File: config.mk
export PLATFORM = sky130hd
export DESIGN_NAME = branch_update_sequencer
export DESIGN_NICKNAME = d
export VERILOG_FILES = /design/src/rtl/branch_update_sequencer.sv
export SDC_FILE = /design/constraint.sdc
export NUM_CORES = 1
export LEC_CHECK = 0
export ABC_CLOCK_PERIOD_IN_PS = 5000
export BUFFER_PORTS_ARGS = -buffer_cell sky130_fd_sc_hd__buf_4
export CORE_ASPECT_RATIO = 1.2
export CORE_MARGIN = 2
export CORE_UTILIZATION = 45
export CTS_CLUSTER_SIZE = 30
export DETAILED_ROUTE_END_ITERATION = 7
export GPL_ROUTABILITY_DRIVEN = 0
export PLACE_DENSITY = 0.69
export SLEW_MARGIN = 20
export SYNTH_ARGS = -nofsm -noshare
export SYNTH_HDL_FRONTEND = slang
export SYNTH_SLANG_ARGS = --single-unit
File: constraint.sdc
create_clock -name clk -period 5 [get_ports clk]
set_input_delay 0 -clock clk [delete_from_list [all_inputs] [get_ports clk]]
set_output_delay 0 -clock clk [all_outputs]
set_load 0.01 [all_outputs]
File: src/rtl/branch_update_sequencer.sv
// Branch update sequencer for a global branch predictor.
// Keeps in-flight conditional branches in program order. Each resolve
// sends exactly one registered update (index, actual direction) to the
// predictor. A mispredict flushes all younger entries and raises a
// one-cycle recovery pulse, during which the queue takes no new work.
module branch_update_sequencer #(
  parameter int k     = 4,  // predictor index / global history width
  parameter int DEPTH = 8   // in-flight entries, power of two, >= 2
) (
  input  logic                       clk,
  input  logic                       rst_n,
  // fetch side: one allocation per predicted branch
  input  logic                       alloc_valid,
  output logic                       alloc_ready,
  input  logic [k-1:0]               alloc_index,
  input  logic                       alloc_pred,
  // execute side: oldest-first resolution
  input  logic                       resolve_valid,
  input  logic                       resolve_taken,
  // predictor update port
  output logic                       upd_valid,
  output logic [k-1:0]               upd_index,
  output logic                       upd_result,
  // recovery and status
  output logic                       mispredict,
  output logic [$clog2(DEPTH):0]     occupancy,
  output logic                       resolve_err
);

  localparam int AW = $clog2(DEPTH);
  localparam int OW = AW + 1;

  // RUN accepts traffic; FLUSH is the single recovery cycle after a mispredict.
  typedef enum logic {
    RUN   = 1'b0,
    FLUSH = 1'b1
  } state_t;

  // One queued branch: the history index it was predicted with and its guess.
  typedef struct packed {
    logic [k-1:0] index;
    logic         pred;
  } entry_t;

  entry_t        mem [DEPTH];
  entry_t        head_entry;

  logic [AW-1:0] head;
  logic [AW-1:0] tail;
  logic [AW-1:0] head_nxt;
  logic [AW-1:0] tail_nxt;
  logic [OW-1:0] occ;
  logic [OW-1:0] occ_nxt;

  state_t        state;
  state_t        state_nxt;

  logic          alloc_fire;
  logic          resolve_fire;
  logic          resolve_miss;
  logic          err_set;

  // Next-state, handshake and pointer arithmetic for the current cycle.
  always_comb begin
    // NOTE: every signal driven here gets a default first, so no path
    // through the block can leave one unassigned and infer a latch.
    state_nxt    = state;
    head_entry   = mem[head];
    alloc_ready  = 1'b0;
    alloc_fire   = 1'b0;
    resolve_fire = 1'b0;
    resolve_miss = 1'b0;
    err_set      = 1'b0;
    head_nxt     = head;
    tail_nxt     = tail;
    occ_nxt      = occ;

    // Deliberately independent of resolve_valid: a full queue never takes
    // an allocation in the same cycle as a resolve frees a slot.
    alloc_ready  = rst_n && (state == RUN) && (occ < OW'(DEPTH));
    alloc_fire   = alloc_valid && alloc_ready;

    // Resolves only count in RUN; during FLUSH they are silently dropped.
    resolve_fire = resolve_valid && (state == RUN) && (occ != '0);
    err_set      = resolve_valid && (state == RUN) && (occ == '0);
    resolve_miss = resolve_fire && (head_entry.pred != resolve_taken);

    if (resolve_fire) head_nxt = head + AW'(1);
    if (alloc_fire)   tail_nxt = tail + AW'(1);
    occ_nxt = occ + OW'(alloc_fire) - OW'(resolve_fire);

    // A mispredict discards everything younger, including a branch
    // allocated at the very same edge: collapse the queue onto the tail.
    if (resolve_miss) begin
      head_nxt = tail_nxt;
      occ_nxt  = '0;
    end

    unique case (state)
      RUN:     if (resolve_miss) state_nxt = FLUSH;
      FLUSH:   state_nxt = RUN;
      default: state_nxt = RUN;
    endcase
  end

  // State register.
  always_ff @(posedge clk or negedge rst_n) begin
    // NOTE: sequential state uses non-blocking assignments so every
    // register samples pre-edge values regardless of block ordering.
    if (!rst_n) state <= RUN;
    else        state <= state_nxt;
  end

  // Queue pointers and occupancy counter.
  always_ff @(posedge clk or negedge rst_n) begin
    if (!rst_n) begin
      head <= '0;
      tail <= '0;
      occ  <= '0;
    end else begin
      head <= head_nxt;
      tail <= tail_nxt;
      occ  <= occ_nxt;
    end
  end

  // Entry storage, written at the tail on an accepted allocation.
  always_ff @(posedge clk) begin
    // NOTE: the entry array is not reset; occupancy and the pointers
    // decide which slots are live, so stale contents are never read.
    if (alloc_fire) mem[tail] <= '{index: alloc_index, pred: alloc_pred};
  end

  // Registered predictor update, recovery pulse and sticky error flag.
  always_ff @(posedge clk or negedge rst_n) begin
    if (!rst_n) begin
      upd_valid   <= 1'b0;
      upd_index   <= '0;
      upd_result  <= 1'b0;
      mispredict  <= 1'b0;
      resolve_err <= 1'b0;
    end else begin
      upd_valid  <= resolve_fire;
      mispredict <= resolve_miss;
      // Index and result hold their last values between updates.
      if (resolve_fire) begin
        upd_index  <= head_entry.index;
        upd_result <= resolve_taken;
      end
      if (err_set) resolve_err <= 1'b1;
    end
  end

  assign occupancy = occ;

endmodule

# Word level (Yosys, flattened, before mapping)
# Memory sizes are Yosys's and may differ from the RTL's.
# Index checks and enable logic that the tools add are counted.
[word_totals]
output_inout_bits = 13
ram_bits = 40
register_bits = 19
inputBits = 10
wordCells = 35
memories = 1
[op_classes]
eq_ne = 1
order_cmp = 1
n_reduce_logical = 10
n_bitwise = 1
addsub = 4
n_mux = 8
[memory_table]
columns = ["memory", "depth", "width", "rd", "rd_ports_with_merged_regs", "wr", "line", "text"]
rows = [
  ["mem", 8, 5, 1, 0, 1, "45", "entry_t mem [DEPTH];"],
]
[op_table]
columns = ["cell", "n"]
rows = [
  ["$mux W3", 3],
  ["$logic_and A1 B1 Y1", 7],
  ["$add A3 B1 Y3 const B", 2],
  ["$add A4 B1 Y4", 1],
  ["$logic_not A4 Y1", 1],
  ["$lt A4 B4 Y1 const B", 1],
  ["$mux W4", 1],
  ["$reduce_bool A4 Y1", 1],
  ["$sub A4 B1 Y4", 1],
  ["$mux W1", 3],
  ["$pmux W1 S2", 1],
  ["$reduce_bool A2 Y1", 1],
  ["$ne A1 B1 Y1", 1],
  ["$not A1 Y1", 1],
]

# Longest topological paths before layout
# Gate-level depths: netlist (run 1).
[depth]
word_depth = 7
depth_mapped = 12
mapped_depth_nobuf = 12

# Worst setup path before layout (run 1)
# Ideal clock, no wire load.
[synth_path]
path_kind = "reg2reg"
start = "register occ[2], in the netlist occupancy[2]"
end = "register occ[2], in the netlist occupancy[2]"
stages_incl_launch_ff = 12
setup_slack_ps = 2638
n_path_buf = 0
period_less_slack_ps = 2362
t_required_ps = 4877
setup_ps = 123
t_arrival_ps = 2238
path_cell_list = "dfrtp_1 inv_1 ha_1 nor3b_1 nand3b_1 inv_1 ha_1 inv_1 ha_1 fa_1 xnor2_1 nor2_1"
[synth_via]
word_cells_on_any_way = 9
cone_classes = "add/sub: 2; order compare: 1; mux: 1; reduce/logical: 5"
[synth_rtl]
columns = ["item", "line", "text"]
rows = [
  ["start: declaration", "52", "logic [OW-1:0] occ;"],
  ["start signal: assignment", "123", "occ <= occ_nxt;"],
  ["$reduce_bool A4 Y1 (*)", "84", "resolve_fire = resolve_valid && (state == RUN) && (occ != '0);"],
  ["$logic_and A1 B1 Y1 (*)", "84", ""],
  ["named net resolve_fire", "59", "logic resolve_fire;"],
  ["$sub A4 B1 Y4 or $logic_and A1 B1 Y1 (tied branches)", "90, 86", ""],
  ["$mux W4 (*)", "94", "if (resolve_miss) begin"],
  ["named net occ_nxt[2]", "53", "logic [OW-1:0] occ_nxt;"],
]
# The timed path passes the listed nets; every way through them passes the cells marked *.
# A chain may end at the register's enable or synchronous reset.

# Worst setup path after layout (run 1)
[layout_path]
start = "register occ[3], in the netlist occupancy[3]"
end = "register occ[2], in the netlist occupancy[2]"
# The elaborated chain is that of the path after synthesis.

==> results by group, run 1 <==
Final layout
  – Post-layout nets: 208
  – Area Growth Syn to Fin: 19.06%
  – Fin area: 2923 sq um
  – Ant. Diodes: 0
  – Share of cells above drive strength 1: 24.62%
  – Post-Layout Cell Count: about 260

Floorplan
  – Top-Level Pins: 23
  – Initial Util: 46.66%
  – Die Height: 84.91 microns
  – Die span in x: 71.43 microns
  – Die footprint: 6065 sq um
  – Core ar.: 5261 sq um
  – Row Count: 29

Setup path
  – R2R Setup Slk: 2.10 ns
  – Reg2Reg Depth: 11
  – CP delay by family, top: adder cells
  – RR Startpoint: occupancy[3]
  – Crit path max fanout: 17
  – WP buf/inv: 3
  – CP startpoint: occupancy[3]
  – WP depth: 11
  – Kind of critical path: flip-flop to flip-flop
  – CP max stage delay: 0.52 ns
  – Crit-path slowest cell: nand3b_1
  – Type of origin of the critical path: flip-flop
  – RR Endpoint: occupancy[2]
  – Crit path arrival time: 3.10 ns
  – Crit path capture type: flip-flop
  – Worst Path Required: between 5 and 6 ns
  – Crit path cell chain: inv_1 > ha_1 > nor3b_1 > nand3b_1 > inv_1 > ha_1 > inv_1 > ha_1 > fa_1 > xnor2_1 > nor2_1

STA
  – Setup Skew: 0.007639 ns
  – Worst rel slew slack: 46.13%
  – Fin. Hold Viols: 0
  – Final setup vio count: 0
  – TNS Setup: 0 ns
  – Final Cycle Share: 57.91%
  – F_max: about 350 MHz
  – RSZ-0062 raised after global routing: no
  – Pins Over Slew Limit: 0
  – Min Tclk post-route: 2.895 ns
  – Slew of the pin with the lowest slew margin: 0.8081 ns

Yosys
  – Synthesized net count: roughly 170
  – YS warnings: 0
  – Seq cells post-synth: 59
  – Synthesized area per cell: 15.94 sq um
  – Yosys top cell area share: 48.93%
  – Yosys cell types: 31
  – Post-synth top flop: edfxtp_1
  – Synth top area cells: edfxtp_1, dfrtp_1, mux4_2
  – Cell taking the most area after synthesis: edfxtp_1
  – Post-synth EDFFs: 40
  – Seq/Total Area, Yosys: 68.30%
  – Post-Synthesis Cells: between 150 and 200
  – Cell Area, Synth: 2455 sq um
  – Async set-or-reset flop fraction in the synthesized netlist: 32.20%

Pwr
  – Worst VDD drop: 0.2607 mV
  – Internal power: approximately 0.0011 W
  – Pwr per Cell Area: 566.6 nW/um^2
  – Pleak: around 1.1 nW
  – Gate power share: 33.4%
  – Register share of total power: roughly 44%
  – Sw Ratio: 32.29%
  – Psw: 0.0005348 W
  – Clk pwr share: 22.4%

Placed design
  – Placed Area: between 2000 and 3000 sq um
  – Detailed placement HPWL: 2898 microns
  – Inst Count DP: ~230
  – Port Buf Inserts: 22

Global route
  – Grt ovf: 0
  – Number of global-route vias before repair: 1,419
  – Initial antenna violation count: 0
  – Tot GR Track Use: ~16%
  – Global-route wire length before repair: 6893 microns
  – Largest net degree at the start of global routing: 22

Detailed routing
  – First-pass DRT Iterations: 4
  – Initial DRC count: 63
  – Vias per inst: 5.214
  – Final ANT Viol Nets: 0
  – WL final: a little over 4000 microns
  – Vias: around 1,300
  – Wire length per cell: 16.05 microns
  – DRC: 0

Clocking
  – Clock insertion delay at the later pin of the skew report: between 0.3 and 0.4 ns
  – CTS buffer count: 9
  – Clock tree sinks: 59
  – Clock tree buffer depth: 2
  – Clock root cell: clkbuf_8
  – Worst-path clk slew: around 0.060 ns
  – CTS tree: yes
  – H-Tree Depth: 3
  – Post-CTS setup buffer count: 0

Status
  – Status: finished clean

Hold path
  – Hold Path Class: primary input to async pin

Run
  – Max cap viols: 0
-- registers in the layout (all words and copies together), names as in the netlist --
signal and count:
resolve_err 1, mispredict 1, upd_result 1, head 3, upd_index 4, state 1, occupancy 4, tail 3
mem 40, upd_valid 1
-- metal layers --
metal	global-route usage [%]	part of all wire (%)	vias to the layer above
met5	0	0	-
met4	6.175	1.1	0
met3	6.888	5.0	7
met2	25.84	51	36
met1	18.24	42	664
li1	-	-	633
-- placed cells by master (no fill, tap or decap), types with 2 or more instances in the layout --
cell,instances
nor2b_1,2
clkbuf_1,2
mux4_2,9
nand2b_1,3
clkbuf_8,11
dlygate4sd3_1,8
nand2_1,15
clkinv_1,2
mux2i_1,10
nor2_1,10
inv_1,9
buf_4,22
nor3_1,2
o21ai_0,4
dfrtp_1,19
a21oi_1,2
xnor2_1,3
ha_1,7
edfxtp_1,40
-- per-stage QoR --
step / hold slack (ns) / setup slack, ns / total power [W] / utilization [%]
finish: 0.08244 / 2.105 / 0.001656 / 55.55
global route: 0.08133 / 1.776 / 0.001779 / 55.55
CTS: 0.07738 / 2.081 / 0.001683 / 55.55
detailed placement: -0.1087 / 2.097 / 0.001299 / 50.73
global placement: -0.1125 / 2.271 / 0.001276 / 50.73
floorplan: -0.2956 / 2.638 / 0.001120 / -
-- Yosys cell counts, drive strengths merged (2+ instances only) --
cell type	count
xor2	2
mux2i	10
nand2	15
dfrtp	19
inv	9
nor2b	2
nor2	11
xnor2	3
mux4	9
o21ai	5
ha	7
edfxtp	40
nor3	2
nand2b	3
a21oi	2
buf	4
-- worst max path at each step --
stage                    to  slack [ns]
2_1_floorplan  occupancy[2]        2.64
3_3_place_gp   occupancy[2]        2.27
3_5_place_dp   occupancy[2]        2.10
4_1_cts        occupancy[2]        2.08
5_1_grt        occupancy[2]        1.78
6_report       occupancy[2]        2.10
-- kinds of logic after synthesis --
kind of cell	count (synthesis)	share of synthesized area, %
compound gates	11	2.753
mux	20	12.79
fa+ha+maj	8	4.383
xor+xnor	5	2.090
simple gates	37	7.136
buf+inv	14	2.548
flops	59	68.30
-- power by group through the flow --
stage | clock [W] | sequential [W] | combinational [W]
finish | 0.000371 | 0.000732 | 0.000553
global route | 0.000408 | 0.000751 | 0.000620
CTS | 0.000383 | 0.000736 | 0.000564
detailed placement | 0 | 0.000745 | 0.000555
global placement | 0 | 0.000741 | 0.000535
floorplan | 0 | 0.000699 | 0.000421
-- final cells by class --
cell class,count,area (sq um)
Fill cell,412,2338
Sequential cell,59,1677
Multi-Input combinational cell,81,715.7
Timing Repair Buffer,30,245.2
Clock buffer,13,158.9
Tap cell,62,77.57
Inverter,9,33.78
Clock inverter,3,15.01
-- repair_timing --
action	CTS	global route
hold buffers	8	0
gates resized for setup	0	0
endpoints found under the hold margin	61	0
Note: power is estimated with default switching activity, not from simulation.
==> run 2, diff against run 1 <==
--- a/config.mk
+++ b/config.mk
@@ -5,7 +5,7 @@
 export SDC_FILE = /design/constraint.sdc
 export NUM_CORES = 1
 export LEC_CHECK = 0
-export ABC_CLOCK_PERIOD_IN_PS = 5000
+export ABC_CLOCK_PERIOD_IN_PS = 2920
 export BUFFER_PORTS_ARGS = -buffer_cell sky130_fd_sc_hd__buf_4
 export CORE_ASPECT_RATIO = 1.2
 export CORE_MARGIN = 2
==> constraint.sdc (replaced) <==
create_clock -name clk -period 2.92 [get_ports clk]
set_input_delay 0 -clock clk [delete_from_list [all_inputs] [get_ports clk]]
set_output_delay 0 -clock clk [all_outputs]
set_load 0.01 [all_outputs]
==> run 2 against run 1 <==
  * Wire length rose by 8.3%
  * Sequential power grew 69%
  * Critical endpoint unchanged
  * Cell count grew 1.6%
  * Via count up 1.6%
  * Setup slack worse by 1.6 ns
==> results by group, run 2 (synthesis results as in run 1) <==
STA
  – Final Cycle Share: 81.67%
  – Final WS setup: 0.5352 ns
  – Slew of the pin with the lowest slew margin: 0.6139 ns
  – RSZ-0062 raised after global routing: no
  – Min Tclk post-route: 2.385 ns
  – Final setup vio count: 0
  – Fin. Hold Viols: 0
  – WHS: 0.07367 ns
  – F_max: 419.3 MHz
  – Worst rel slew slack: 58.92%
  – TNS Setup: 0 ns
  – Setup Skew: around 0.008 ns
  – Pins Over Slew Limit: 0

Setup path
  – Crit path arrival time: 2.60 ns
  – CP startpoint: occupancy[3]
  – Crit path cell chain: inv_1 > ha_1 > nor3b_1 > nand3b_1 > inv_1 > ha_1 > inv_1 > ha_1 > fa_1 > xnor2_1 > nor2_1
  – RR Endpoint: occupancy[2]
  – CP delay by family, top: adder cells
  – WP buf/inv: 3
  – WP depth: 11
  – Crit path to: occupancy[2]
  – CP max stage delay: ~0.39 ns
  – RR Startpoint: occupancy[3]
  – Type of origin of the critical path: flip-flop
  – Crit path capture type: flip-flop
  – Worst Path Required: between 3 and 4 ns
  – Reg2Reg Depth: 11
  – Kind of critical path: flip-flop to flip-flop
  – R2R Setup Slk: 0.54 ns
  – Crit path max fanout: 5
  – Crit-path slowest cell: dfrtp_1

Pwr
  – Pleak: about 1.2 nW
  – Pwr per Cell Area: 989.9 nW/um^2
  – Worst VDD drop: 0.4810 mV

Final layout
  – Ant. Diodes: 0
  – Commonest non-fill, non-tap cell in the layout: edfxtp_1
  – Post-Layout Cell Count: 261
  – Post-layout nets: 212
  – Share of cells above drive strength 1: 28.14%
  – Most flop-heavy register: mem
  – Final Util: about 56%
  – Most frequent cells in the layout: edfxtp_1, buf_4, dfrtp_1
  – Max reg flops: 40
  – Area Growth Syn to Fin: 21.05%

Hold path
  – Hold Path Class: primary input to async pin

Clocking
  – Worst-path clk slew: 0.07 ns
  – Cts repair resizes: 0
  – Clock root cell: clkbuf_8
  – CTS tree: yes
  – H-Tree Depth: 3
  – Clock tree buffer depth: 2
  – Clock insertion delay at the later pin of the skew report: 0.34 ns
  – Clock tree sinks: 59
  – CTS buffer count: 9

Floorplan
  – Die footprint: 6065 sq um
  – Die span in x: 71.43 microns
  – Top-Level Pins: 23
  – Row Count: 29
  – Core ar.: 5261 sq um
  – Die Height: ~85 microns
  – Initial Util: 46.66%

Detailed routing
  – Vias: 1,361
  – Wire length per cell: 17.12 microns
  – Final ANT Viol Nets: 0
  – WL final: 4469 microns
  – First-pass DRT Iterations: 4
  – Initial DRC count: 81
  – Vias per inst: 5.215
  – DRC: 0

Run
  – Max cap viols: 0

Global route
  – Tot GR Track Use: 16.73%
  – Largest net degree at the start of global routing: 22
  – Global-route wire length before repair: 7355 microns
  – Number of global-route vias before repair: 1,466
  – Initial antenna violation count: 0
  – Grt ovf: 0

Placed design
  – Detailed placement HPWL: 3102 microns
  – Inst Count DP: 237
  – Pre-CTS setup slack: approximately 0.52 ns
  – Port Buf Inserts: 22

Status
  – Status: finished clean
## run 2: changes by cell type in the layout (fill, tap and decap cells not counted)
cell,previous run,this run
buf_4,22,26
bufinv_16,0,1
clkbuf_1,2,0
clkbuf_8,11,9
clkinv_1,2,0
clkinv_2,0,3
clkinv_4,0,1
clkinvlp_4,1,2
## run 2: worst min-delay path by stage
stage / from / to / slack [ns] / depth (start not counted)
after floorplan: rst_n / head[0] / -0.30 / 0
after global placement: rst_n / upd_result / -0.11 / 1
after detailed placement: rst_n / upd_result / -0.11 / 1
after CTS: rst_n / resolve_err / 0.07 / 2
after global routing: rst_n / occupancy[1] / 0.1 / 2
final: rst_n / upd_result / 0.07 / 2
## run 2: routing by layer
layer	part of all wire, %	vias to the layer above	wire (microns)	track usage, %
li1	-	646	-	-
met1	41	675	1813	18.83
met2	53	31	2353	28.87
met3	4.8	9	215	5.463
met4	1.9	0	86	7.204
met5	0	-	0	0
## run 2: area by class of cell
cell class | count | area (sq um)
tap | 62 | 77.57
sequential | 59 | 1677
clock inverter | 7 | 68.82
fill | 393 | 2290
inverter | 9 | 33.78
clock buffer | 9 | 123.9
multi-input combinational | 81 | 715.7
timing repair buffer | 34 | 275.3
## run 2: repair_timing
item                                   CTS  global route
buffers inserted                         0             0
endpoints found under the hold margin   61             0
hold buffers                             8             0
## run 2: per-stage QoR
step	power, W	area, sq um
floorplan	0.001918	2455
global placement	0.002209	2699
detailed placement	0.002257	2699
CTS	0.002984	2972
global route	0.003131	2972
finish	0.002942	2972
## run 2: power by group
group	switching, W	internal (W)
registers	0.000179	0.00106
logic	0.000462	0.000529
clock network	0.000320	0.000390
total	0.000961	0.00198
==> run 3, diff against run 2 <==
--- a/config.mk
+++ b/config.mk
@@ -5,7 +5,8 @@
 export SDC_FILE = /design/constraint.sdc
 export NUM_CORES = 1
 export LEC_CHECK = 0
-export ABC_CLOCK_PERIOD_IN_PS = 2920
+export ABC_AREA = 1
+export ABC_CLOCK_PERIOD_IN_PS = 2300
 export BUFFER_PORTS_ARGS = -buffer_cell sky130_fd_sc_hd__buf_4
 export CORE_ASPECT_RATIO = 1.2
 export CORE_MARGIN = 2
==> constraint.sdc (replaced) <==
create_clock -name clk -period 2.3 [get_ports clk]
set_input_delay 0 -clock clk [delete_from_list [all_inputs] [get_ports clk]]
set_output_delay 0 -clock clk [all_outputs]
set_load 0.01 [all_outputs]
==> run 3 against run 2 <==
  * Design area increased by 9.2%
  * Cell count increased by 38%
  * Worst hold slack got worse by 0.065 ns
  * Clock skew increased by 0.0036 ns
  * Global-route usage increased by 1.2 points
  * Fmax increased by 14%
  * Power increased by 43%
  * Sequential power increased by 19%
  * Area after synthesis increased by 7.7%
  * Register-to-register slack got worse by 0.33 ns
  * Utilization increased by 0.76 points
  * Synthesized cell count increased by 49%
  * Critical endpoint unchanged
  * Highest routed layer unchanged
==> results by group, run 3 <==
Yosys
  – Post-synth top cells: edfxtp_1, nand2_1, inv_1, nor2_1, dfrtp_1
  – Synth top area cells: edfxtp_1, dfrtp_1, nand2_1
  – Async set-or-reset flop fraction in the synthesized netlist: roughly a third
  – Synthesized net count: about 250
  – Cell with the most instances after synthesis: edfxtp_1
  – Seq/Total Area, Yosys: 63.42%
  – Synthesized area per cell: 11.49 sq um
  – Post-synth top flop: edfxtp_1
  – Seq cells post-synth: 59
  – Post-synth EDFFs: 40
  – Yosys top cell area share: 45.43%
  – Cell taking the most area after synthesis: edfxtp_1
  – YS warnings: 0
  – Cell Area, Synth: roughly 2600 sq um
  – Yosys cell types: 29
  – Post-Synthesis Cells: 230

Floorplan
  – Top-Level Pins: 23
  – Die footprint: 6507 sq um
  – Die Height: 87.97 microns
  – Row Count: 30
  – Initial Util: 46.64%
  – Core ar.: 5668 sq um
  – Die span in x: 73.97 microns

STA
  – Setup Skew: 0.01152 ns
  – Min Tclk post-route: 2.099 ns
  – RSZ-0062 raised after global routing: no
  – Worst rel slew slack: 59.07%
  – Fin. Hold Viols: 0
  – Pins Over Slew Limit: 0
  – Final Cycle Share: 91.24%
  – TNS Setup: 0 ns
  – Final setup vio count: 0
  – Slew of the pin with the lowest slew margin: slightly above 0.6 ns
  – F_max: 476.5 MHz

Setup path
  – Crit-path slowest cell: dfrtp_1
  – Crit path cell chain: inv_1 > ha_1 > nand2_1 > nand2_1 > inv_4 > ha_1 > inv_1 > ha_1 > fa_1 > xor2_1 > nand2_1 > inv_1
  – Kind of critical path: flip-flop to flip-flop
  – Worst Path Required: 2.54 ns
  – WP buf/inv: 4
  – Crit path capture type: flip-flop
  – Type of origin of the critical path: flip-flop
  – CP delay by family, top: adder cells
  – Crit path max fanout: 2
  – CP max stage delay: 0.38 ns
  – Crit path arrival time: 2.34 ns

Detailed routing
  – Vias: about 1,700
  – DRC: 0
  – WL final: 5040 microns
  – Vias per inst: 4.844
  – First-pass DRT Iterations: 4
  – Initial DRC count: 95
  – Wire length per cell: about 14 microns
  – Final ANT Viol Nets: 0

Status
  – Status: finished clean

Global route
  – Largest net degree at the start of global routing: 23
  – Grt ovf: 0
  – Tot GR Track Use: 17.91%
  – Number of global-route vias before repair: 1,697
  – Initial antenna violation count: 0
  – Global-route wire length before repair: 8211 microns

Run
  – Max cap viols: 0

Final layout
  – Commonest non-fill, non-tap cell in the layout: edfxtp_1
  – Share of cells above drive strength 1: 23.30%
  – Max reg flops: 40
  – Filler cells: 457
  – Post-layout nets: slightly below 300
  – Area Growth Syn to Fin: 22.72%
  – Fin area: 3244 sq um
  – Most flop-heavy register: mem
  – Ant. Diodes: 0
  – Most frequent cells in the layout: edfxtp_1, nand2_1, buf_4

Clocking
  – Clock root cell: clkbuf_8
  – H-Tree Depth: 3
  – Post-CTS setup buffer count: 0
  – Clock tree buffer depth: 2
  – CTS buffer count: 9
  – Clock tree sinks: 59
  – CTS tree: yes
  – Post-CTS Hold Fix Bufs: 6
  – Worst-path clk slew: ~0.070 ns
  – Cts repair resizes: 0
  – Clock insertion delay at the later pin of the skew report: 0.34 ns

Pwr
  – Pleak: 1.414 nW
  – Worst VDD drop: 0.5028 mV
  – Pwr per Cell Area: 1295 nW/um^2

Placed design
  – Port Buf Inserts: 22
  – Placed Area: 2944 sq um
  – Detailed placement HPWL: 3376 microns

Hold path
  – Hold Path Class: primary input to flip-flop
==> run 3: layout make-up <==
| cell class | instances | area [sq um] | area share, % |
|---|---|---|---|
| repair buffers | 39 | 307.8 | 9.487 |
| multi-input cells | 134 | 800.8 | 24.68 |
| inverters | 31 | 118.9 | 3.664 |
| flip-flops and latches | 59 | 1677 | 51.68 |
| clock inverters | 7 | 116.4 | 3.587 |
| clock buffers | 9 | 123.9 | 3.818 |
| well taps | 80 | 100.1 | 3.085 |
==> run 3: final timing paths <==
path	start	to	slack, ns	depth (start not counted)
min in group asynchronous	rst_n	head[1]	0.20	3
worst max register to register	occupancy[2]	occupancy[2]	0.20	12
worst min-delay path	resolve_taken	upd_result	0.009	3
max in group asynchronous	rst_n	tail[1]	1.88	3
worst max-delay path	occupancy[2]	occupancy[2]	0.20	12
worst min register to register	resolve_err	resolve_err	0.48	1
==> run 3: kinds of logic after synthesis <==
group	count (synthesis)	share of synthesized area, %
fa+ha+maj	8	4.070
xor+xnor	3	0.9940
compound gates	33	7.525
flops	59	63.42
buf+inv	37	6.294
simple gates	90	17.70
==> run 3: power by group <==
group	total, W	switching, W	internal [W]
combinational	0.00160	0.000957	0.000647
clock	0.00113	0.000409	0.000717
sequential	0.00147	0.000129	0.00134
==> run 3: worst reg2reg max path, stage by stage, from the launching register on <==
cell and delay [ns]:
dfrtp_1 0.38, inv_1 0.08, ha_1 0.18, nand2_1 0.07, nand2_1 0.12, inv_4 0.04
ha_1 0.26, inv_1 0.04, ha_1 0.19, fa_1 0.38, xor2_1 0.16, nand2_1 0.06
inv_1 0.04
==> run 3: through the flow <==
stage	instances	setup slack (ns)	hold WS, ns	util (%)	power (W)
2_1_floorplan	230	0.07670	-0.2956	-	0.002633
3_3_place_gp	337	0.2595	0.003505	51.94	0.003066
3_5_place_dp	337	0.1991	0.005399	51.94	0.003105
4_1_cts	359	0.1873	0.004853	57.24	0.004243
5_1_grt	359	0.02853	0.04686	57.24	0.004537
6_report	359	0.2014	0.008727	57.24	0.004202
==> run 3: layer usage <==
layer / track usage [%] / vias up / wire, microns
li1: - / 865 / -
met1: 20.03 / 825 / 2172
met2: 30.52 / 37 / 2586
met3: 6.214 / 12 / 179
met4: 8.099 / 0 / 102
met5: 0 / - / 0
